`src/rtl/addsub_pkg.sv`:
```
// Shared definitions for the pipelined carry-lookahead adder/subtractor.
package addsub_pkg;

    typedef enum logic {
        MODE_ADD = 1'b0,
        MODE_SUB = 1'b1
    } mode_e;

endpackage

```
`src/rtl/cla_slice.sv`:
```
// One BLK-bit carry-lookahead slice of the adder/subtractor; purely combinational.
module cla_slice #(
    parameter int BLK = 4
) (
    input  logic [BLK-1:0] a,
    input  logic [BLK-1:0] b,
    input  logic           m,
    input  logic           cin,
    output logic [BLK-1:0] s,
    output logic           cout,
    output logic           c_msb_in
);

    logic [BLK-1:0] bx;
    logic [BLK-1:0] p;
    logic [BLK-1:0] g;
    logic [BLK:0]   c;

    always_comb begin
        bx   = b ^ {BLK{m}};
        p    = a ^ bx;
        g    = a & bx;
        c    = '0;
        c[0] = cin;
        for (int unsigned i = 0; i < BLK; i++) begin
            c[i+1] = g[i] | (p[i] & c[i]);
        end
    end

    assign s        = p ^ c[BLK-1:0];
    assign cout     = c[BLK];
    assign c_msb_in = c[BLK-1];

endmodule

```
`src/rtl/addsub_cla_pipe.sv`:
```
// Pipelined two's-complement adder/subtractor: one CLA slice per stage, carry
// registered between stages, valid/ready handshake, NZCV flags from the last stage.
module addsub_cla_pipe
    import addsub_pkg::*;
#(
    parameter int W   = 16,
    parameter int BLK = 4
) (
    input  logic         clk,
    input  logic         rst_n,
    input  logic         in_valid,
    output logic         in_ready,
    input  logic [W-1:0] in_a,
    input  logic [W-1:0] in_b,
    input  logic         in_m,
    output logic         out_valid,
    input  logic         out_ready,
    output logic [W-1:0] out_s,
    output logic         out_c,
    output logic         out_v,
    output logic         out_n,
    output logic         out_z
);

    localparam int unsigned NSEG = W / BLK;

    if ((W % BLK) != 0 || W < BLK) begin : g_bad_cfg
        $error("addsub_cla_pipe: W must be a non-zero multiple of BLK");
    end

    logic           adv;

    logic           st_vld [NSEG];
    logic           st_m   [NSEG];
    logic           st_c   [NSEG];
    logic           st_cm  [NSEG];
    logic           st_z   [NSEG];
    logic [W-1:0]   st_s   [NSEG];
    logic [W-1:0]   st_a   [NSEG];
    logic [W-1:0]   st_b   [NSEG];

    logic [BLK-1:0] sl_a   [NSEG];
    logic [BLK-1:0] sl_b   [NSEG];
    logic           sl_m   [NSEG];
    logic           sl_ci  [NSEG];
    logic [BLK-1:0] sl_s   [NSEG];
    logic           sl_co  [NSEG];
    logic           sl_cm  [NSEG];
    logic [W-1:0]   s_nxt  [NSEG];
    logic           z_nxt  [NSEG];

    // Whole pipe moves together; a stalled output freezes every stage.
    assign adv      = !st_vld[NSEG-1] | out_ready;
    assign in_ready = adv;

    always_comb begin
        sl_a[0]  = in_a[BLK-1:0];
        sl_b[0]  = in_b[BLK-1:0];
        sl_m[0]  = (in_m == MODE_SUB);
        sl_ci[0] = (in_m == MODE_SUB);
        s_nxt[0] = W'(sl_s[0]);
        z_nxt[0] = ~|sl_s[0];
        for (int unsigned k = 1; k < NSEG; k++) begin
            sl_a[k]  = st_a[k-1][k*BLK +: BLK];
            sl_b[k]  = st_b[k-1][k*BLK +: BLK];
            sl_m[k]  = st_m[k-1];
            sl_ci[k] = st_c[k-1];
            s_nxt[k] = st_s[k-1];
            s_nxt[k][k*BLK +: BLK] = sl_s[k];
            z_nxt[k] = st_z[k-1] & ~|sl_s[k];
        end
    end

    for (genvar k = 0; k < NSEG; k++) begin : g_slice
        cla_slice #(.BLK(BLK)) u_slice (
            .a        (sl_a[k]),
            .b        (sl_b[k]),
            .m        (sl_m[k]),
            .cin      (sl_ci[k]),
            .s        (sl_s[k]),
            .cout     (sl_co[k]),
            .c_msb_in (sl_cm[k])
        );
    end

    always_ff @(posedge clk or negedge rst_n) begin
        if (!rst_n) begin
            for (int unsigned k = 0; k < NSEG; k++) begin
                st_vld[k] <= 1'b0;
                st_m[k]   <= 1'b0;
                st_c[k]   <= 1'b0;
                st_cm[k]  <= 1'b0;
                st_z[k]   <= 1'b0;
                st_s[k]   <= '0;
                st_a[k]   <= '0;
                st_b[k]   <= '0;
            end
        end else if (adv) begin
            st_vld[0] <= in_valid;
            st_m[0]   <= in_m;
            st_a[0]   <= in_a;
            st_b[0]   <= in_b;
            for (int unsigned k = 1; k < NSEG; k++) begin
                st_vld[k] <= st_vld[k-1];
                st_m[k]   <= st_m[k-1];
                st_a[k]   <= st_a[k-1];
                st_b[k]   <= st_b[k-1];
            end
            for (int unsigned k = 0; k < NSEG; k++) begin
                st_s[k]  <= s_nxt[k];
                st_c[k]  <= sl_co[k];
                st_cm[k] <= sl_cm[k];
                st_z[k]  <= z_nxt[k];
            end
        end
    end

    assign out_valid = st_vld[NSEG-1];
    assign out_s     = st_s[NSEG-1];
    assign out_c     = st_c[NSEG-1];
    assign out_v     = st_c[NSEG-1] ^ st_cm[NSEG-1];
    assign out_n     = st_s[NSEG-1][W-1];
    assign out_z     = st_z[NSEG-1];

endmodule

```
`config.mk`:
```
export PLATFORM = sky130hd
export DESIGN_NAME = addsub_cla_pipe
export DESIGN_NICKNAME = d
export VERILOG_FILES = /design/src/rtl/addsub_pkg.sv /design/src/rtl/cla_slice.sv /design/src/rtl/addsub_cla_pipe.sv
export SDC_FILE = /design/constraint.sdc
export NUM_CORES = 1
export LEC_CHECK = 0
export CORE_ASPECT_RATIO = 2
export CORE_MARGIN = 10
export CORE_UTILIZATION = 59
export DETAILED_ROUTE_END_ITERATION = 8
export GPL_ROUTABILITY_DRIVEN = 0
export PLACE_DENSITY = 0.84
export SETUP_SLACK_MARGIN = 0.15
export SLEW_MARGIN = 25
export SYNTH_ARGS = -nofsm -noshare
export SYNTH_HDL_FRONTEND = slang
export SYNTH_SLANG_ARGS = --single-unit
```
`constraint.sdc`:
```
create_clock -name clk -period 5 [get_ports clk]
set_input_delay 1.5 -clock clk [delete_from_list [all_inputs] [get_ports clk]]
set_output_delay 1.5 -clock clk [all_outputs]
set_load 0.005 [all_outputs]
```
* Word level (Yosys, flattened, before mapping)
Cells that the tools add are included.
** Storage, ports and cells
- Register bits :: 152
- Word-level logic and storage cells :: 88
** Cells by class
- Bitwise logic cells :: 53
- Reduce and logical (&&, ||, !) cells :: 9
** Operator list (number)
- $xor A4 B4 Y4 :: 12
- $and A1 B1 Y1 :: 19
- $or A1 B1 Y1 :: 17
- $and A4 B4 Y4 :: 4
- $reduce_or A4 Y1 :: 4
- $logic_not A1 Y1 :: 5
- $xor A1 B1 Y1 :: 1

* Depth between registers and ports, before layout
- Depth in word-level cells :: 12
- Gate-level depth with buffers :: 10
- Gate-level depth less buffers :: 9

* Modules after synthesis
A second synthesis with hierarchy kept.
** Unflattened totals
- Cell total of the unflattened synthesis :: 296
- Area total of the unflattened synthesis :: 4670.7 um^2
** Modules (own cells, without submodules)
- addsub_cla_pipe :: instances 1, cells an instance 232, area each 4090.2 um^2
- cla_slice :: instances 4, cells an instance 16, area each 145.1 um^2

* Worst setup path before layout
Ideal clock, no wire load.
- Path type :: input to output
- From :: in out_ready
- To :: out in_ready
- Arrival :: 1.979 ns
- Data required time :: 3.500 ns
- Path slack :: 1.521 ns
- Cell stages on the path :: 4
- Path buffers :: 2
- Cell sequence :: nor2b_2 -> inv_2 -> buf_6 -> buf_2
** Between the ends
- Longest elaborated chain between the ends :: 1
** Ends and longest elaborated chain
- from (decl) :: RTL line addsub_cla_pipe.sv:17 : input logic out_ready,
- $or A1 B1 Y1 :: RTL line addsub_cla_pipe.sv:53 : assign adv = !st_vld[NSEG-1] | out_ready;
- to (decl) :: RTL line addsub_cla_pipe.sv:12 : output logic in_ready,
No other way between the ends.

* Final worst setup path
Ends and elaborated chain as after synthesis.

==> run metrics <==
run status=finished clean; number of different library cells in the post-synthesis netlist=22; number of nets with antenna violations after routing=0; arrival time at the worst endpoint=2.65 ns; wire length of the first global-routing pass=13.3 mm; number of design rule violations left after detail routing=0; setup violators final=0; syn_area_per_cell=15.4 µm²; routed via count=2,457; leakage power=2.34 nW; cell row count=45; worst endpoint required time=3.50 ns; area growth from synthesis to final layout=20.8%; crit end category=output port; total count of hold-check failures in the final report=0; Worst path max stage delay=0.54 ns; Ports=59; total number of nets in the final design=402; critical path start-end classification=in2out; total nets after synthesis=345; Slew Limit Fails=0; number of buffers created by CTS=9; highest-count cells in the layout ignoring fill and taps=sky130_fd_sc_hd__dfrtp_1 (104), sky130_fd_sc_hd__mux2_2 (82), sky130_fd_sc_hd__clkdlybuf4s50_1 (57); count of instances resized after the clock tree is built=0; Port-buffer cells=58; overall routed net length=7.80 mm; estimated wirelength of the detail-placed design=5.53 mm; setup repair after global routing missed its margin=no; CTS Root Buffer Type=sky130_fd_sc_hd__clkbuf_16; maximum number of pins on one net before global-route repair=58; instance area after placement=5140 µm²; share of cells above drive strength 1=32.4%; maximum clock path buffer count=2; crit path time final=4.15 ns; Vert. Die Dim=144 µm; maxcap violations=0; clock sinks=104; starting utilization of the core area=59.7%; share of synthesized area occupied by flip-flops and latches=57.7%; startpoint kind of the worst setup timing path=input port; Worst-Skew Late Latency=0.35 ns; cell at the slowest stage of the critical path=sky130_fd_sc_hd__clkdlybuf4s50_1; initial antenna violation count=0; mapped cell area=4510 µm²; most frequent cell on the critical path=sky130_fd_sc_hd__clkdlybuf4s50_1; maximum fanout along the worst path=2; Overflow after GRT=0; sum of negative setup slack=0 ns; Peak VDD IR=0.450 mV; post-synthesis cell count=293; drt initial violations=164; area of the die=11,700 µm²; diode count=0; TritonCTS clock tree=built; worst clock skew=0.00648 ns; Post-CTS Repair Setup Buffers=0; most common library cell in the layout ignoring fill and taps=sky130_fd_sc_hd__dfrtp_1; worst relative slew slack=50.0%; slew at the pin with the worst max-slew slack=0.750 ns; Hold/Removal Path Class=reg2reg; total of warnings raised by yosys=0; # H-tree levels=3; per-cell via count in the routed design=5.47; cell area after layout=5440 µm²; share of the clock period used by the worst path=82.9%; number of hold-repair buffers added at the cts stage=0; floorplan die width=81.8 µm; power density relative to cell area=652 nW/µm²; floorplan core area=7540 µm²; vias in the first global route=2,777; Crit path buffers/inverters=3; count of TritonRoute iterations in the first routing pass=4; count of fill cells added during filler insertion=524; fmax=241 MHz; GRT Total Usage=14.9%; flip-flop and latch count after synthesis=104; cells along the critical path=clkdlybuf4s50_1, nor2b_4, inv_2, clkdlybuf4s50_1; delay-heaviest family, CP=buffers and inverters; routed len/inst=17.4 µm; clock-pin slew reported for the worst setup and hold paths after clock tree synthesis=0.06 ns
## layer usage
metal  up-vias  wire, µm  track usage [%]
met3        19       325             4.51
li1       1109         -                -
met5         -         0                0
met1      1282      2870             15.8
met2        47      4340             25.5
met4         0       263             7.57
## flip-flops by register name, summed over array words and instances (netlist names)
signal	flops
st_z	3
st_vld	3
s_nxt	24
sl_b	12
sl_m	3
st_cm	1
out_z	1
st_a	12
sl_a	12
sl_ci	3
st_b	12
out_c	1
out_s	16
out_valid	1
## worst reg2reg max path, stage by stage (launching register included)
cell and delay [ns]:
sky130_fd_sc_hd__dfrtp_1 0.50, sky130_fd_sc_hd__xor2_1 0.25, sky130_fd_sc_hd__fa_1 0.20, sky130_fd_sc_hd__inv_1 0.05, sky130_fd_sc_hd__fa_1 0.41, sky130_fd_sc_hd__fa_1 0.40, sky130_fd_sc_hd__inv_1 0.09, sky130_fd_sc_hd__fa_1 0.46
sky130_fd_sc_hd__o41ai_1 0.36
## metrics by stage
step           power, mW  setup WS [ns]  util, %  instances  hold WS (ns)
3_5_place_dp        2.88          0.833     68.1        433         0.454
2_1_floorplan       2.37           1.52        -        293         0.428
6_report            3.55          0.855     72.1        449         0.492
5_1_grt             3.80          0.793     72.1        449         0.508
3_3_place_gp        2.78          0.843     68.1        433         0.444
4_1_cts             3.60          0.829     72.1        449         0.483
## final timing paths
| path | depth (start not counted) | endpoint | slack [ns] | start |
|---|---|---|---|---|
| max reg2reg | 8 | st_z[2]$_DFFE_PN0P_ | 2.16 | sl_m[2]$_DFFE_PN0P_ |
| max in group asynchronous | 2 | out_s[15]$_DFFE_PN0P_ | 3.24 | rst_n |
| min in group asynchronous | 2 | sl_b[10]$_DFFE_PN0P_ | 1.23 | rst_n |
| max | 4 | in_ready | 0.85 | out_ready |
| min reg2reg | 1 | out_valid$_DFFE_PN0P_ | 0.49 | st_vld[1]$_DFFE_PN0P_ |
| min | 1 | out_valid$_DFFE_PN0P_ | 0.49 | st_vld[1]$_DFFE_PN0P_ |
## synth_stat cells, drive strengths merged
master | count | area share (%)
nand2b | 1 | 0.14
and3b | 1 | 0.19
o31ai | 1 | 0.17
xnor2 | 8 | 1.6
a41o | 1 | 0.22
o41ai | 2 | 0.39
xor2 | 9 | 1.7
fa | 15 | 6.7
nor3b | 9 | 1.5
buf | 12 | 2.0
mux2i | 1 | 0.22
clkbuf | 5 | 0.42
dfrtp | 104 | 58
mux2 | 91 | 23
a21oi | 8 | 0.89
nor2b | 1 | 0.19
nand3b | 6 | 1.0
inv | 18 | 1.5
## layout make-up
class | instances | area [µm²] | area share, %
flip-flops and latches | 104 | 2600 | 47.8
inverters | 18 | 67.6 | 1.24
clock inverters | 6 | 66.3 | 1.22
well taps | 94 | 118 | 2.16
repair buffers | 63 | 616 | 11.3
clock buffers | 10 | 239 | 4.39
multi-input cells | 154 | 1730 | 31.9
## power by group
group | switching (mW) | internal (mW) | leakage [nW]
Clock | 0.302 | 0.404 | 0.153
Sequential | 0.233 | 1.20 | 1.21
Combinational | 0.565 | 0.838 | 0.970
Total | 1.10 | 2.45 | 2.34
## cell families (layout without fill, tap and decap cells)
family | count (synthesis) | after routing | synth area share (%)
simple gates | 18 | 18 | 3.03
mux | 92 | 92 | 23.7
fa+ha+maj | 15 | 15 | 6.66
flops | 104 | 104 | 57.7
xor+xnor | 17 | 17 | 3.30
buf+inv | 35 | 97 | 3.89
compound gates | 12 | 12 | 1.67
Power figures use the tool's default switching activity.
